<file path="src/rtl/vertical_bus_collector_if.sv">
// Bus/handshake bundle between the last-row PEs, the collector and the
// downstream consumer. master = collector side, slave = environment side.
interface vertical_bus_collector_if #(
  parameter int BITWIDTH = 16,
  parameter int NUM_COLS = 8
);
  logic                start;
  logic [NUM_COLS-1:0] send_enable;
  logic [BITWIDTH-1:0] vertical_bus;
  logic [BITWIDTH-1:0] out_data;
  logic                out_valid;
  logic                out_ready;
  logic [BITWIDTH-1:0] row_max;
  logic                row_max_valid;
  logic                busy;
  logic                done;

  modport master (
    input  start, vertical_bus, out_ready,
    output send_enable, out_data, out_valid, row_max, row_max_valid, busy, done
  );

  modport slave (
    output start, vertical_bus, out_ready,
    input  send_enable, out_data, out_valid, row_max, row_max_valid, busy, done
  );
endinterface

</file>
<file path="src/rtl/vertical_bus_collector.sv">
// Collects one row from the shared vertical bus: grants the last-row PEs in
// column order, buffers each sample in a FIFO and tracks the signed row max.
module vertical_bus_collector #(
  parameter int BITWIDTH   = 16,
  parameter int NUM_COLS   = 8,
  parameter int FIFO_DEPTH = 8
) (
  input  logic                     clk,
  input  logic                     reset,
  vertical_bus_collector_if.master bus
);
  localparam int COLW = (NUM_COLS > 1) ? $clog2(NUM_COLS) : 1;
  localparam int AW   = $clog2(FIFO_DEPTH);
  localparam int CW   = AW + 1;
  localparam logic [COLW-1:0] LAST_COL = COLW'(NUM_COLS - 1);
  localparam logic [CW-1:0]   DEPTH    = CW'(FIFO_DEPTH);

  typedef enum logic [1:0] {IDLE, SCAN, DONE} state_t;

  state_t                     r_state, w_state_next;
  logic [COLW-1:0]            r_col;
  logic [CW-1:0]              r_count;
  logic [AW-1:0]              r_rd_ptr, r_wr_ptr;
  logic [BITWIDTH-1:0]        r_mem [FIFO_DEPTH];
  logic signed [BITWIDTH-1:0] r_run_max, r_row_max, w_new_max, w_bus;
  logic                       w_grant, w_pop, w_last;

  assign w_bus = bus.vertical_bus;

  // Grant/pop qualifiers: grant depends only on registered state and count.
  always_comb begin
    w_grant = (r_state == SCAN) && (r_count < DEPTH);
    w_pop   = (r_count != '0) && bus.out_ready;
    w_last  = (r_col == LAST_COL);
  end

  // Running max candidate: column 0 restarts the row, later columns keep the signed greater.
  always_comb begin
    w_new_max = r_run_max;
    if ((r_col == '0) || (w_bus > r_run_max)) w_new_max = w_bus;
  end

  // State register.
  always_ff @(posedge clk or posedge reset) begin
    if (reset) r_state <= IDLE;
    else       r_state <= w_state_next;
  end

  // Next-state logic.
  always_comb begin
    w_state_next = r_state;
    unique case (r_state)
      IDLE:    if (bus.start) w_state_next = SCAN;
      SCAN:    if (w_grant && w_last) w_state_next = DONE;
      DONE:    w_state_next = IDLE;
      default: w_state_next = IDLE;
    endcase
  end

  // Outputs decoded from registered state, column and FIFO occupancy.
  always_comb begin
    bus.send_enable = '0;
    for (int unsigned i = 0; i < NUM_COLS; i++)
      bus.send_enable[i] = w_grant && (r_col == COLW'(i));
    bus.out_data      = r_mem[r_rd_ptr];
    bus.out_valid     = (r_count != '0);
    bus.row_max       = r_row_max;
    bus.row_max_valid = (r_state == DONE);
    bus.done          = (r_state == DONE);
    bus.busy          = (r_state != IDLE);
  end

  // Column counter and max tracking; row_max loads on the final push so it is
  // already valid during the DONE cycle alongside the done pulse.
  always_ff @(posedge clk or posedge reset) begin
    if (reset) begin
      r_col     <= '0;
      r_run_max <= '0;
      r_row_max <= '0;
    end else begin
      if (r_state == IDLE && bus.start) r_col <= '0;
      if (w_grant) begin
        r_run_max <= w_new_max;
        r_col     <= w_last ? '0 : r_col + 1'b1;
        if (w_last) r_row_max <= w_new_max;
      end
    end
  end

  // FIFO pointers and occupancy; simultaneous push and pop leave count unchanged.
  always_ff @(posedge clk or posedge reset) begin
    if (reset) begin
      r_count  <= '0;
      r_rd_ptr <= '0;
      r_wr_ptr <= '0;
    end else begin
      if (w_grant) r_wr_ptr <= r_wr_ptr + 1'b1;
      if (w_pop)   r_rd_ptr <= r_rd_ptr + 1'b1;
      case ({w_grant, w_pop})
        2'b10:   r_count <= r_count + 1'b1;
        2'b01:   r_count <= r_count - 1'b1;
        default: r_count <= r_count;
      endcase
    end
  end

  // FIFO storage; contents need no reset since occupancy gates visibility.
  always_ff @(posedge clk) begin
    if (w_grant) r_mem[r_wr_ptr] <= bus.vertical_bus;
  end
endmodule

</file>
<file path="src/flat_wrapper.sv">
// flat-port wrapper written by rule: the top's interface ports become plain ports
module vertical_bus_collector_flat 
#(
  parameter int BITWIDTH   = 16,
  parameter int NUM_COLS   = 8,
  parameter int FIFO_DEPTH = 8
)
  (clk, reset, bus_start, bus_vertical_bus, bus_out_ready, bus_send_enable, bus_out_data, bus_out_valid, bus_row_max, bus_row_max_valid, bus_busy, bus_done);
  vertical_bus_collector_if #(.BITWIDTH(BITWIDTH), .NUM_COLS(NUM_COLS)) bus_i ();
  input  logic clk;
  input  logic reset;
  input wire logic [$bits(bus_i.start)-1:0] bus_start;
  input wire logic [$bits(bus_i.vertical_bus)-1:0] bus_vertical_bus;
  input wire logic [$bits(bus_i.out_ready)-1:0] bus_out_ready;
  output wire logic [$bits(bus_i.send_enable)-1:0] bus_send_enable;
  output wire logic [$bits(bus_i.out_data)-1:0] bus_out_data;
  output wire logic [$bits(bus_i.out_valid)-1:0] bus_out_valid;
  output wire logic [$bits(bus_i.row_max)-1:0] bus_row_max;
  output wire logic [$bits(bus_i.row_max_valid)-1:0] bus_row_max_valid;
  output wire logic [$bits(bus_i.busy)-1:0] bus_busy;
  output wire logic [$bits(bus_i.done)-1:0] bus_done;
  assign bus_i.start = bus_start;
  assign bus_i.vertical_bus = bus_vertical_bus;
  assign bus_i.out_ready = bus_out_ready;
  assign bus_send_enable = bus_i.send_enable;
  assign bus_out_data = bus_i.out_data;
  assign bus_out_valid = bus_i.out_valid;
  assign bus_row_max = bus_i.row_max;
  assign bus_row_max_valid = bus_i.row_max_valid;
  assign bus_busy = bus_i.busy;
  assign bus_done = bus_i.done;
  vertical_bus_collector #(.BITWIDTH(BITWIDTH), .NUM_COLS(NUM_COLS), .FIFO_DEPTH(FIFO_DEPTH)) u_core (.clk(clk), .reset(reset), .bus(bus_i));
endmodule
</file>
<file path="config.mk">
export PLATFORM = sky130hd
export DESIGN_NAME = vertical_bus_collector_flat
export DESIGN_NICKNAME = d
export VERILOG_FILES = /design/src/rtl/vertical_bus_collector_if.sv /design/src/rtl/vertical_bus_collector.sv /design/src/flat_wrapper.sv
export SDC_FILE = /design/constraint.sdc
export NUM_CORES = 1
export LEC_CHECK = 0
export BUFFER_PORTS_ARGS = -buffer_cell sky130_fd_sc_hd__buf_2
export CORE_MARGIN = 3
export CORE_UTILIZATION = 48
export CTS_CLUSTER_DIAMETER = 40
export CTS_CLUSTER_SIZE = 16
export DETAILED_ROUTE_END_ITERATION = 7
export GPL_ROUTABILITY_DRIVEN = 0
export MAX_ROUTING_LAYER = met4
export PLACE_DENSITY_LB_ADDON = 0.05
export SLEW_MARGIN = 20
export SYNTH_ARGS = -nofsm -noshare
export SYNTH_HDL_FRONTEND = slang
export SYNTH_SLANG_ARGS = --single-unit
export TNS_END_PERCENT = 20
</file>
<file path="constraint.sdc">
create_clock -name clk -period 6.6 [get_ports clk]
set_input_delay 0 -clock clk [delete_from_list [all_inputs] [get_ports clk]]
set_output_delay 0 -clock clk [all_outputs]
set_load 0.02 [all_outputs]
</file>
# After elaboration in Yosys (flattened, before gate mapping)
# Memory sizes are Yosys's and may differ from the RTL's.
# Cells that the tools add are included.
[totals] register_bits=47 inputBits=20 mem_count=1 out_inout_bits=44 mem_bits_rw=128 romBits=0 elab_cells=58 latchBits=0
[classes] div=0 n_bitwise=0 eq_ne=13 muxes=10 shift=0 mul=0 addsub=5 n_reduce_logical=20 order_cmp=2
[mem_list] name="u_core.r_mem" words=8 width=16 read_ports=1 rd_clocked_by_memory_dff=0 wr=1 line_no="vertical_bus_collector.sv:24" source="logic [BITWIDTH-1:0] r_mem [FIFO_DEPTH];"
[ops] cell="$gt 16x16->1" count=1
[ops] cell="$mux 16" count=1
[ops] cell="$eq 3x3->1 const B" count=4
[ops] cell="$logic_and 1x1->1" count=11
[ops] cell="$add 3x1->3 const B" count=3
[ops] cell="$mux 3" count=3
[ops] cell="$pmux 4 s2" count=1
[ops] cell="$eq 3x2->1 const B" count=2
[ops] cell="$reduce_bool 2->1" count=3
[ops] cell="$add 4x1->4 const B" count=1
[ops] cell="$eq 2x1->1 const B" count=2
[ops] cell="$eq 2x2->1 const B" count=2
[ops] cell="$lt 4x4->1 const B" count=1
[ops] cell="$mux 2" count=2
[ops] cell="$ne 2x2->1 const B" count=2
[ops] cell="$pmux 2 s2" count=1
[ops] cell="$reduce_and 2->1" count=2
[ops] cell="$reduce_bool 4->1" count=1
[ops] cell="$sub 4x1->4 const B" count=1
[ops] cell="$eq 3x1->1 const B" count=1
[ops] cell="$logic_not 3->1" count=1
[ops] cell="$logic_not 2->1" count=1
[ops] cell="$mux 1" count=2
[ops] cell="$logic_or 1x1->1" count=1

# Depth between registers and ports, before layout
[logic_depth] word_depth=5 depth_mapped=10 mapped_depth_nobuf=10

# Worst setup path before layout
# No wires, ideal clock.
[synth_path] path_kind="flip-flop to flip-flop" startpoint="reg u_core.r_state[1]" endpoint="mem u_core.r_mem[0][0], enable pin" required_ns=6.170 synth_period_minus_slack_ns=2.979 slack_ns=3.621 setup_time_ns=0.430 n_path_buf=1 path_stages_with_launch=5 arrival_time_ns=2.549 cell_sequence="dfrtp_1 -> nor3b_2 -> inv_1 -> buf_1 -> nor4_1"
[synth_between] elab_chain_len=4
[synth_rtl] element="start, declared" line_no="vertical_bus_collector.sv:20" source="state_t r_state, w_state_next;"
[synth_rtl] element="start signal, assigned" line_no="vertical_bus_collector.sv:46" source="else r_state <= w_state_next;"
[synth_rtl] element="$eq 2x1->1" line_no="vertical_bus_collector.sv:32" source="w_grant = (r_state == SCAN) && (r_count < DEPTH);"
[synth_rtl] element="$logic_and 1x1->1" line_no="vertical_bus_collector.sv:32"
[synth_rtl] element="$mux 1" line_no="vertical_bus_collector.sv:109" source="if (w_grant) r_mem[r_wr_ptr] <= bus.vertical_bus;"
[synth_rtl] element="$mux 1 (not written as such)" line_no="vertical_bus_collector.sv:109"
[synth_rtl] element="end, declared" line_no="vertical_bus_collector.sv:24"
# Every way passes these cells.

# Final worst setup path
[layout_path] startpoint="reg u_core.r_run_max[15]" endpoint="reg u_core.r_run_max[5]"
[layout_between] elab_chain_len=3
[layout_rtl] element="start, declared" line_no="vertical_bus_collector.sv:25" source="logic signed [BITWIDTH-1:0] r_run_max, r_row_max, w_new_max, w_bus;"
[layout_rtl] element="start signal, assigned" line_no="vertical_bus_collector.sv:83" source="r_run_max <= w_new_max;"
[layout_rtl] element="$gt 16x16->1" line_no="vertical_bus_collector.sv:40" source="if ((r_col == '0) || (w_bus > r_run_max)) w_new_max = w_bus;"
[layout_rtl] element="$logic_or 1x1->1" line_no="vertical_bus_collector.sv:40"
[layout_rtl] element="$mux 16" line_no="vertical_bus_collector.sv:40"
# Every way passes these cells.
# A chain may end at the register's enable or synchronous reset.

==> key figures <==
Critical path
  • Worst r2r src: u_core.r_run_max[15]
  • Crit path max-delay cell type: mux2i_4
  • Worst Setup End Kind: flop
  • R2R Path End: u_core.r_run_max[5]
  • Cells along the critical path: inv_1 -> ha_1 -> nand4_2 -> nor2_1 -> nor3_2 -> mux2i_4 -> o22ai_4 -> mux2_4
  • Crit-path max cell delay: ~0.85 ns
  • CP arrival: ~3.4 ns
  • Max FO, Critical Path: 33
  • Crit start category: flop
  • Worst EP required: a little under 7 ns
  • Number of cells on the worst reg-to-reg path: 8
  • Critical path type: reg -> reg
  • Flop2flop setup slack: 3.56 ns

Finish
  • Area delta synth->final: 17.3%
  • Multi-input gate area: between 2000 and 3000 um^2
  • Non-Filler Instances: between 700 and 800
  • Final Core Density: slightly below 60%
  • # diodes: 0
  • Final nets: about 620
  • Filler cell count in the final layout: 1242
  • Storage element area: ~5000 um^2
  • Layout cells sized above 1: 31.2%
  • Design area: between 9000 and 10000 um^2

Timing
  • Period utilization: between 40% and 50%
  • Minimum clock period after layout: between 3 and 4 ns
  • Fmax: roughly 330 MHz
  • Setup TNS: 0 ns
  • Fin Hold WS: around 0.25 ns
  • Final setup skew: 0.00866 ns
  • Fin. Hold Viols: 0
  • Final Slew Violations: 0
  • Worst slew margin: 30.8%
  • Worst slew pin tran: 1.03 ns
  • RSZ-0062 raised after global routing: no
  • Fin worst setup slack: 3.56 ns
  • Setup violators final: 0

Global route
  • Global Route Usage Sum: between 10% and 20%
  • Initial antenna violation count: 0
  • Total congestion overflow: 0
  • Vias in the first global route: between 4000 and 5000
  • First-pass GRT wire length: ~26000 um
  • Largest net degree at the start of global routing: 48

Placement
  • IO buf count: 63
  • Area after DPL: between 8000 and 9000 um^2
  • Cells after DPL: 746
  • Place WS: 3.57 ns
  • Post-DP HPWL: about 9900 um

Synth
  • Synth cell types: 44
  • Synth area leader: edfxtp_1
  • Fraction of registers with async set/reset: a little over a quarter
  • Mapped Cells: 490
  • Seq/Total Area, Yosys: between 60 and 70%
  • Yosys warnings: 0
  • Register bit total from synthesis: approximately 180
  • Number of synthesized flops with an enable pin: 128
  • Top cell type's share of synthesized area: about half
  • Synth Net Count: ~540
  • Synth Flop Type: edfxtp_1
  • Mapped Area: 7790 um^2
  • Area contributors post-synth: edfxtp_1 49%, dfrtp_1 15%, mux4_2 9.3%, ha_1 4.3%, mux2_2 3.3%
  • Synth Area per Inst: 15.9 um^2

Clock network
  • Post_cts resized: 0
  • Sink Count: 175
  • Clock Path Buffers: 2
  • CTS buffer count: 17
  • CTS tree: built
  • Htree depth: 4
  • Clock Pin Slew Worst Setup and Hold Paths: about 0.06 ns
  • Clk_lat worst skew: between 0.4 and 0.5 ns
  • Clock root cell: clkbuf_16

Detailed routing
  • DR DRC count: 0
  • DR vias: roughly 4500
  • Routed wire length: roughly 16000 um
  • Wire length per cell: 20.2 um
  • Vias per inst: about 5.6
  • Initial DRT Pass Iterations: 4
  • Initial drt markers: between 200 and 300
  • Routed Antenna Nets: 0

Floorplanning
  • Number of I/O pins: 64
  • Die width: between 100 and 150 um
  • Initial Util: about half
  • # rows: 45
  • CORE AREA: 15500 um^2
  • Die area: 17800 um^2
  • Die Ht: 133 um

Pwr
  • Total Power: approximately 4.5 mW
  • Leakage: roughly 3.5 nW
  • Pwr dens: roughly 500 nW/um^2
  • Worst vdd ir: 236 uV

Worst hold path
  • Hold Crit Class: in -> async

Flow run
  • Max-Cap Viols: 0

Status
  • Status: complete, no violations
[layout make-up]
class	count	area share, %
clock buffers	20	4.89
clock inverters	12	1.56
inverters	31	1.29
multi-input cells	256	28.0
flip-flops and latches	175	55.0
well taps	211	2.89
repair buffers	92	6.36
[power by group]
group	switching, mW	leakage, nW	internal, mW
Clock	0.406	0.289	0.601
Sequential	0.217	1.73	1.49
Combinational	0.940	1.49	0.803
[how the worst max path moves through the flow]
stage | startpoint | end | slack [ns] | depth (start not counted)
final | u_core.r_run_max[15] | u_core.r_run_max[5] | 3.56 | 8
after global routing | u_core.r_count[3] | bus_send_enable[7] | 3.36 | 4
after CTS | u_core.r_run_max[15] | u_core.r_run_max[5] | 3.54 | 8
after detailed placement | u_core.r_run_max[15] | u_core.r_run_max[6] | 3.57 | 8
after global placement | u_core.r_run_max[15] | u_core.r_run_max[6] | 3.62 | 8
after floorplan | u_core.r_state[1] | u_core.r_mem[0][0] | 3.62 | 4
[cell families (layout without fill, tap and decap cells)]
logic type	Yosys count	in the layout	share of synthesized area (%)
mux	66	66	14.8
buf+inv	59	155	3.10
compound gates	52	52	5.40
simple gates	102	102	6.73
flops	175	175	64.5
fa+ha+maj	28	28	4.60
xor+xnor	8	8	0.900
[sequential cells by signal, summed over array words and instances, names as in the netlist]
signal / flops
u_core.r_run_max: 16
u_core.r_rd_ptr: 3
u_core.r_state: 2
u_core.r_col: 3
u_core.bus.row_max: 16
u_core.r_mem: 128
u_core.r_wr_ptr: 3
u_core.r_count: 4
[what timing repair did]
item / in CTS / in global routing
endpoints found under the hold margin: 190 / 0
buffers inserted: 0 / 0
hold buffers: 19 / 0
[routing by layer]
metal	GRT usage (%)	share of wire, %	up-vias
li1	-	-	2056
met1	26.1	45	2311
met2	31.5	49	98
met3	4.87	5.4	11
met4	4.80	0.78	0
met5	-	0	-
[placed cells by master, fill, tap and decap left out, drive strengths merged, types with 16 or more instances in the layout]
cell / synthesis / layout
mux2: 33 / 33
buf: 12 / 73
ha: 27 / 27
o2111ai: 16 / 16
dlygate4sd3: 0 / 19
dfrtp: 47 / 47
clkbuf: 16 / 20
edfxtp: 128 / 128
mux4: 32 / 32
nand2: 36 / 36
inv: 31 / 30
[critical path: cells and delay by family, from the launching register on]
kind / cells / cell delay [ns]
compound gates: 1 / 0.42
fa+ha+maj: 1 / 0.34
buf+inv: 1 / 0.05
simple gates: 3 / 0.47
flops: 1 / 0.37
mux: 2 / 1.25
[synthesized netlist by cell type, types with 3 or more instances]
cell type  count
mux2_2        23
o21ai_0        4
nor2_1         7
nand3_1       15
buf_1          3
dfrtp_1       47
nand2_1       36
or3_1         15
nor3_1        10
mux4_2        32
mux2_4        10
ha_1          27
a21oi_1        9
edfxtp_1     128
xnor2_1        6
and3_1         4
a2bb2oi_1     15
o2111ai_1     16
buf_2          7
inv_1         30
clkbuf_1      16
No activity file was read; power rests on OpenSTA's default activity.
